### src/rtl/gb_oam_dma_if.sv
// +--------------------------------------------------------------------------+
// | gb_oam_dma_if -- CPU register port plus DMA source/OAM bus for gb_oam_dma |
// | Rev 1.0                                                                  |
// +--------------------------------------------------------------------------+
`default_nettype none

interface gb_oam_dma_if;
  logic [7:0]  adr;
  logic [7:0]  din;
  logic [7:0]  dout;
  logic        read_reg;
  logic        write_reg;
  logic [15:0] adr_rd;
  logic        rd;
  logic [7:0]  data_rd;
  logic [7:0]  adr_wr;
  logic        wr;
  logic [7:0]  data_wr;
  logic        active;

  // System side: drives CPU strobes and the source read data.
  modport master (
    output adr, din, read_reg, write_reg, data_rd,
    input  dout, adr_rd, rd, adr_wr, wr, data_wr, active
  );

  // DMA engine side.
  modport slave (
    input  adr, din, read_reg, write_reg, data_rd,
    output dout, adr_rd, rd, adr_wr, wr, data_wr, active
  );
endinterface

`default_nettype wire

### src/rtl/gb_oam_dma.sv
// +--------------------------------------------------------------------------+
// | gb_oam_dma -- OAM DMA engine; optional stall input under GB_DMA_HOLD_EN   |
// | Rev 1.0                                                                  |
// +--------------------------------------------------------------------------+
`default_nettype none

module gb_oam_dma #(
  parameter int          LENGTH          = 160,
  parameter int          CYCLES_PER_BYTE = 4,
  parameter int          START_DELAY     = 4,
  parameter logic [7:0]  REG_ADR         = 8'h46
) (
  input  logic         clk,
  input  logic         reset,
`ifdef GB_DMA_HOLD_EN
  input  logic         hold,
`endif
  gb_oam_dma_if.slave  bus
);

  localparam int PW = (CYCLES_PER_BYTE > 2) ? $clog2(CYCLES_PER_BYTE) : 1;
  localparam int DW = (START_DELAY > 1) ? $clog2(START_DELAY + 1) : 1;

  localparam logic [PW-1:0] PH_LAST  = PW'(CYCLES_PER_BYTE - 1);
  localparam logic [PW-1:0] PH_CAP   = PW'(CYCLES_PER_BYTE - 2);
  localparam logic [DW-1:0] DLY_INIT = DW'(START_DELAY - 1);
  localparam logic [7:0]    IDX_LAST = 8'(LENGTH - 1);

  typedef enum logic [1:0] {
    S_IDLE  = 2'd0,
    S_DELAY = 2'd1,
    S_XFER  = 2'd2
  } state_t;

  state_t        state_q, state_d;
  logic [7:0]    src_q,   src_d;
  logic [DW-1:0] dly_q,   dly_d;
  logic [7:0]    index_q, index_d;
  logic [PW-1:0] phase_q, phase_d;
  logic [7:0]    buf_q,   buf_d;

  logic          stall;
  logic          reg_hit_wr;
  logic          xfer;
  logic          run;
  logic [7:0]    page;

`ifdef GB_DMA_HOLD_EN
  assign stall = hold;
`else
  assign stall = 1'b0;
`endif

  assign reg_hit_wr = bus.write_reg && (bus.adr == REG_ADR);

  // Pages E0..FF are the echo mirror of C0..DF.
  assign page = (src_q >= 8'hE0) ? (src_q - 8'h20) : src_q;

  always_ff @(posedge clk) begin
    if (reset) begin
      state_q <= S_IDLE;
      src_q   <= 8'hFF;
      dly_q   <= '0;
      index_q <= 8'h00;
      phase_q <= '0;
      buf_q   <= 8'h00;
    end else begin
      state_q <= state_d;
      src_q   <= src_d;
      dly_q   <= dly_d;
      index_q <= index_d;
      phase_q <= phase_d;
      buf_q   <= buf_d;
    end
  end

  always_comb begin
    state_d = state_q;
    src_d   = src_q;
    dly_d   = dly_q;
    index_d = index_q;
    phase_d = phase_q;
    buf_d   = buf_q;

    case (state_q)
      S_IDLE: begin
      end
      S_DELAY: begin
        if (dly_q == '0) begin
          state_d = S_XFER;
          phase_d = '0;
        end else begin
          dly_d = dly_q - DW'(1);
        end
      end
      S_XFER: begin
        if (!stall) begin
          if (phase_q == PH_CAP) begin
            buf_d = bus.data_rd;
          end
          if (phase_q == PH_LAST) begin
            phase_d = '0;
            if (index_q == IDX_LAST) begin
              state_d = S_IDLE;
            end else begin
              index_d = index_q + 8'd1;
            end
          end else begin
            phase_d = phase_q + PW'(1);
          end
        end
      end
      default: begin
        state_d = S_IDLE;
      end
    endcase

    // A register write always (re)starts, overriding any slot bookkeeping.
    if (reg_hit_wr) begin
      src_d   = bus.din;
      state_d = S_DELAY;
      dly_d   = DLY_INIT;
      index_d = 8'h00;
      phase_d = '0;
    end
  end

  assign xfer = (state_q == S_XFER);
  assign run  = xfer && !stall;

  assign bus.active  = (state_q != S_IDLE);
  assign bus.rd      = run && (phase_q != PH_LAST);
  assign bus.wr      = run && (phase_q == PH_LAST);
  assign bus.adr_rd  = xfer ? {page, index_q} : 16'h0000;
  assign bus.adr_wr  = bus.wr ? index_q : 8'h00;
  assign bus.data_wr = bus.wr ? buf_q : 8'h00;
  assign bus.dout    = (bus.read_reg && (bus.adr == REG_ADR)) ? src_q : 8'hFF;

endmodule

`default_nettype wire

### src/flat_wrapper.sv
// flat-port wrapper written by rule: the top's interface ports become plain ports
module gb_oam_dma_flat 
#(
  parameter int          LENGTH          = 160,
  parameter int          CYCLES_PER_BYTE = 4,
  parameter int          START_DELAY     = 4,
  parameter logic [7:0]  REG_ADR         = 8'h46
)
  (clk, reset, bus_adr, bus_din, bus_read_reg, bus_write_reg, bus_data_rd, bus_dout, bus_adr_rd, bus_rd, bus_adr_wr, bus_wr, bus_data_wr, bus_active);
  gb_oam_dma_if bus_i ();
  input  logic clk;
  input  logic reset;
  input wire logic [$bits(bus_i.adr)-1:0] bus_adr;
  input wire logic [$bits(bus_i.din)-1:0] bus_din;
  input wire logic [$bits(bus_i.read_reg)-1:0] bus_read_reg;
  input wire logic [$bits(bus_i.write_reg)-1:0] bus_write_reg;
  input wire logic [$bits(bus_i.data_rd)-1:0] bus_data_rd;
  output wire logic [$bits(bus_i.dout)-1:0] bus_dout;
  output wire logic [$bits(bus_i.adr_rd)-1:0] bus_adr_rd;
  output wire logic [$bits(bus_i.rd)-1:0] bus_rd;
  output wire logic [$bits(bus_i.adr_wr)-1:0] bus_adr_wr;
  output wire logic [$bits(bus_i.wr)-1:0] bus_wr;
  output wire logic [$bits(bus_i.data_wr)-1:0] bus_data_wr;
  output wire logic [$bits(bus_i.active)-1:0] bus_active;
  assign bus_i.adr = bus_adr;
  assign bus_i.din = bus_din;
  assign bus_i.read_reg = bus_read_reg;
  assign bus_i.write_reg = bus_write_reg;
  assign bus_i.data_rd = bus_data_rd;
  assign bus_dout = bus_i.dout;
  assign bus_adr_rd = bus_i.adr_rd;
  assign bus_rd = bus_i.rd;
  assign bus_adr_wr = bus_i.adr_wr;
  assign bus_wr = bus_i.wr;
  assign bus_data_wr = bus_i.data_wr;
  assign bus_active = bus_i.active;
  gb_oam_dma #(.LENGTH(LENGTH), .CYCLES_PER_BYTE(CYCLES_PER_BYTE), .START_DELAY(START_DELAY), .REG_ADR(REG_ADR)) u_core (.clk(clk), .reset(reset), .bus(bus_i));
endmodule
### config.mk
export PLATFORM = sky130hd
export DESIGN_NAME = gb_oam_dma_flat
export DESIGN_NICKNAME = d
export VERILOG_FILES = /design/src/rtl/gb_oam_dma_if.sv /design/src/rtl/gb_oam_dma.sv /design/src/flat_wrapper.sv
export SDC_FILE = /design/constraint.sdc
export NUM_CORES = 1
export LEC_CHECK = 0
export CORE_MARGIN = 2
export CORE_UTILIZATION = 43
export CTS_CLUSTER_DIAMETER = 50
export CTS_CLUSTER_SIZE = 24
export DETAILED_ROUTE_END_ITERATION = 16
export GPL_TIMING_DRIVEN = 0
export PLACE_DENSITY = 0.81
export SLEW_MARGIN = 20
export SYNTH_ARGS = -nofsm -noshare
export SYNTH_HDL_FRONTEND = slang
export SYNTH_SLANG_ARGS = --single-unit
export TNS_END_PERCENT = 50
### constraint.sdc
create_clock -name clk -period 2.08 [get_ports clk]
set_input_delay 0.52 -clock clk [delete_from_list [all_inputs] [get_ports clk]]
set_output_delay 0.52 -clock clk [all_outputs]
set_load 0.01 [all_outputs]
== Word-level counts from Yosys, hierarchy flattened ==
Cells that the tools add are included.

* Add/subtract/negate cells: 4
* Order comparisons: 1
* Equality and inequality tests: 15
* Muxes and demuxes: 16
* Bitwise operators: 3
* Reduce and logical (&&, ||, !) cells: 17

{| class="wikitable"
|+ Operators by type and width
! kind !! count
|-
| 8-bit 2-to-1 mux || 4
|-
| 16-bit 2-to-1 mux || 1
|-
| 2-bit 2-to-1 mux || 8
|-
| 8-bit by 1-bit adder with 8-bit output, second input constant || 1
|-
| 8-bit by 7-bit equality test with 1-bit output, second input constant || 1
|-
| 8-bit equality test, second input constant || 1
|-
| 8-bit greater-or-equal comparator, second input constant || 1
|-
| 2-bit AND reduction || 4
|-
| 4-bit AND reduction || 2
|-
| 8-bit by 6-bit subtractor with 8-bit output, second input constant || 1
|-
| 2-bit equality test, second input constant || 3
|-
| 2-bit by 1-bit != test with 1-bit output, second input constant || 3
|-
| 2-bit != test, second input constant || 3
|-
| 3-bit by 2-bit != test with 1-bit output, second input constant || 2
|-
| 2-bit one-hot mux with 3 select lines || 1
|-
| 2-bit nonzero test || 3
|-
| 1-bit logical AND || 4
|-
| 2-bit one-hot mux with 2 select lines || 1
|-
| 3-bit logical NOT || 1
|-
| 3-bit by 1-bit != test with 1-bit output, second input constant || 1
|-
| 1-bit inverter || 3
|-
| 3-bit AND reduction || 1
|-
| 3-bit by 1-bit subtractor with 3-bit output, second input constant || 1
|-
| 2-bit by 1-bit adder with 2-bit output, second input constant || 1
|-
| 4 further kinds || 4
|}

* Flip-flop bits (word level): 31
* Output and inout bits: 43
* Logic and storage cells: 64

== Longest topological paths before layout ==
* Word-level depth: 5
* Gate-level depth with buffers: 7
* Depth with buffers taken out: 7

== Least setup slack after synthesis ==
OpenSTA, ideal clock, no wires.

* Path kind: input-to-output
* Start: in bus_adr[5]
* End: out bus_dout[0]
* Arrival time: 1307 ps
* Required time: 1560 ps
* Path slack: 253 ps
* Cell stages on the path: 3
* Buffers on the path: 0
* Cell sequence: nor4b_4 > nand3_1 > or2_2

* Cells in the longest elaborated chain, start to end: 3

{| class="wikitable"
|+ RTL lines
! what !! RTL line !! text
|-
| from (decl) || flat_wrapper.sv:13 || <nowiki>input wire logic [$bits(bus_i.adr)-1:0] bus_adr;</nowiki>
|-
| 8-bit by 7-bit equality test with 1-bit output || gb_oam_dma.sv:137 || <nowiki>assign bus.dout = (bus.read_reg && (bus.adr == REG_ADR)) ? src_q : 8'hFF;</nowiki>
|-
| 1-bit logical AND || gb_oam_dma.sv:137 ||
|-
| 8-bit 2-to-1 mux || gb_oam_dma.sv:137 ||
|-
| to (decl) || flat_wrapper.sv:18 || <nowiki>output wire logic [$bits(bus_i.dout)-1:0] bus_dout;</nowiki>
|}

No other way between the ends.

== Final worst setup path ==
* Start: in bus_adr[4]
* End: out bus_dout[7]

Same word-level chain as after synthesis.

==> impl_metrics.ini <==
[yosys]
synth-simple-area-share_pct = 33.1
syn_nets = 244
netlist_area_mm2 = 0.00173
synth_warnings = 0
synth_edf_count = 0
synth_ff_type = dfxtp_1
async_flop_share_pct = 0
ys_types = 38
yosysTopAreaCell = dfxtp_1
synth_top_family_by_area = simple AND/OR/NAND/NOR gates
ys_top_cells_by_area = dfxtp_1 (36%), and2_1 (9.1%), ha_1 (4.3%)
postSynthAreaPerCell_um2 = 8.23
synth_compound_area_share_pct = 15.3
synth_fa_ha_area_share_pct = 4.34
synth-seq-area-share_pct = 35.9
synthCells = 210
yosys.area_share.xor_xnor_pct = 3.04
synth.mux.area_fraction_pct = 0.579
synth-seq-cells = 31
synth_top_area_share_pct = 35.9

[floorplanning]
die_w_um = 67.4
die_area_mm2 = 0.00454
initial_core_util_pct = 43.8
num_io_pins = 71
rows = 23
core_area_mm2 = 0.00394
die_h_um = 67.4

[clock_tree]
numCtsBuffers = 5
tritoncts = yes
clockBufferDepth = 2
cts_root_buf = clkbuf_8
htree_num_levels = 2
worstSkewPairLatency_ps = 280
clock-sinks = 31
clkTransAtPathRegs_ps = 60

[timing]
fmax_ghz = 0.468
finalSetupViolations = 5
slew_headroom_pct = 67.2
report.final.slew_viol_count = 0
finalCriticalPeriod_ps = 2140
final.setup.tns_ps = -185
rsz0062_at_grt = true
worst_pin_slew_ps = 492
setup_ws_ps = -58.1
finalHoldViolations = 0
period_share_pct = 103
fin_skew_ps = 2.81
whs_ps = 448

[power_and_ir_drop]
comb_power_share_pct = 6.5
p_switching_w = 0.000250
power.total_w = 0.00115
switching_share_pct = 21.8
p_leak_nw = 1.17
ir_drop_v = 0.000261
power_frac_clock_pct = 42.0
powerDensity_mw_per_mm2 = 433
p_int_w = 0.000899
power_frac_seq_pct = 51.5

[setup_path]
required_ps = 1560
critPathKind = input pin to primary output
critPathLaunchType = input pin
crit_fanout = 4
endpoint_kind = primary output
r2r_slack_ps = 390
arrival_ps = 1620

[grt]
gr-total-overflow = 0
grt_usage_pct = 24.2
grt_max_degree = 11
grt_first_pass_wirelength_um = 8220
grt_pass1_vias = 1813
antenna_found_initial = 0

[route]
first_pass_iters = 4
route.detailed.drc = 0
vias_per_cell = 5.22
drtIter0Drc = 81
vias = 1822
ant_nets = 0
routedWlPerCell_um = 14.6
wl_um = 5110

[finish]
nets = 333
diodes = 0
fin_cells = 349
drive_above_1_share_pct = 28.4
syn_to_final_growth_pct = 53.5

[placed_design]
gp_congestion = 0.833
post-place-ws_ps = -871
io_buffers = 70
place_hpwl_um = 3160
dpl.cell_count = 330

[worst_hold_path]
hp-class = flop to flop

[outcome]
status = complete, but fails checks
violations = setup timing

[job]
maxCapViolCount = 0
-- stage by stage --
stage	utilization (%)	cell area (um2)
2_1_floorplan	-	1730
3_3_place_gp	63.2	2490
3_5_place_dp	63.2	2490
4_1_cts	69.4	2740
5_1_grt	67.3	2650
6_report	67.3	2650
-- final timing paths --
| path | startpoint | to | depth (start not counted) |
|---|---|---|---|
| worst max-delay path | bus_adr[4] | bus_dout[7] | 6 |
| worst min-delay path | u_core.buf_q[4] | u_core.buf_q[4] | 2 |
| worst max register to register | u_core.phase_q[0] | u_core.index_q[7] | 6 |
| worst min register to register | u_core.buf_q[4] | u_core.buf_q[4] | 2 |
-- power by group through the flow --
stage          combinational (W)  clock (W)  sequential (W)
6_report               0.0000752   0.000483        0.000592
5_1_grt                0.0000802   0.000515        0.000592
2_1_floorplan          0.0000174          0        0.000608
4_1_cts                0.0000747   0.000487        0.000593
3_5_place_dp           0.0000754          0        0.000608
3_3_place_gp           0.0000746          0        0.000608
-- layout by cell type (no fill, tap or decap), types with 8 or more instances in the layout --
| cell | synthesis | final |
|---|---|---|
| and2_1 | 25 | 25 |
| nand2_1 | 15 | 15 |
| clkdlybuf4s50_1 | 0 | 18 |
| nand3_1 | 10 | 9 |
| dfxtp_1 | 31 | 26 |
| buf_4 | 2 | 11 |
| nor2_1 | 20 | 20 |
| a21oi_1 | 12 | 12 |
| buf_6 | 1 | 11 |
| clkbuf_2 | 0 | 12 |
| inv_1 | 20 | 20 |
| a211o_1 | 8 | 8 |
| buf_2 | 2 | 13 |
| dlygate4sd2_1 | 0 | 19 |
-- area by class of cell --
class / count / area (um2)
Buffer: 9 / 75.1
Fill cell: 350 / 1290
Clock buffer: 6 / 82.6
Sequential cell: 31 / 632
Tap cell: 50 / 62.6
Inverter: 20 / 75.1
Timing Repair Buffer: 84 / 696
Multi-Input combinational cell: 148 / 1020
Clock inverter: 1 / 5.00
-- critical path: stages --
cell and delay, ps:
buf_6 90, nor4b_4 360, nand3_4 140, buf_6 140
or2_4 230, buf_6 120
-- registers in the layout, summed over array words and instances (netlist names) --
name / count
u_core.src_q: 8
u_core.index_q: 8
u_core.state_q: 2
u_core.buf_q: 8
u_core.dly_q: 3
u_core.phase_q: 2
-- per-layer routing --
| layer | track usage (%) | part of all wire (%) | vias up |
|---|---|---|---|
| li1 | - | - | 887 |
| met1 | 26.5 | 39 | 844 |
| met2 | 42.5 | 51 | 73 |
| met3 | 6.83 | 7.1 | 18 |
| met4 | 12.5 | 2.9 | 0 |
| met5 | 0 | 0 | - |
-- Yosys cell counts, drive strengths merged (3+ instances only) --
| cell type | n |
|---|---|
| a211o | 8 |
| a211oi | 4 |
| a21oi | 13 |
| a311oi | 4 |
| and2 | 25 |
| buf | 5 |
| clkbuf | 6 |
| dfxtp | 31 |
| ha | 6 |
| inv | 20 |
| nand2 | 15 |
| nand3 | 11 |
| nand4 | 4 |
| nor2 | 20 |
| nor3 | 5 |
| o21ai | 3 |
| or2 | 7 |
| xnor2 | 6 |
-- kinds of logic (layout without fill, tap and decap cells) --
family	count (synthesis)	count (layout)
xor gates and xnor gates	6	6
and+or+nand+nor	99	99
muxes	1	1
adders and majority gates	6	6
DFF	31	31
buffers and inverters	31	120
AOI/OAI and AO/OA	36	36
-- repair_timing --
action | in CTS | in global routing
resized for setup | 147 | 25
hold buffers | 0 | 0
gates cloned | 0 | 0
hold endpoints to repair | 0 | 0
buffers inserted | 15 | 0
pin swaps | 6 | 5
setup endpoints to repair | 42 | 34
No activity file was read; power rests on OpenSTA's default activity.
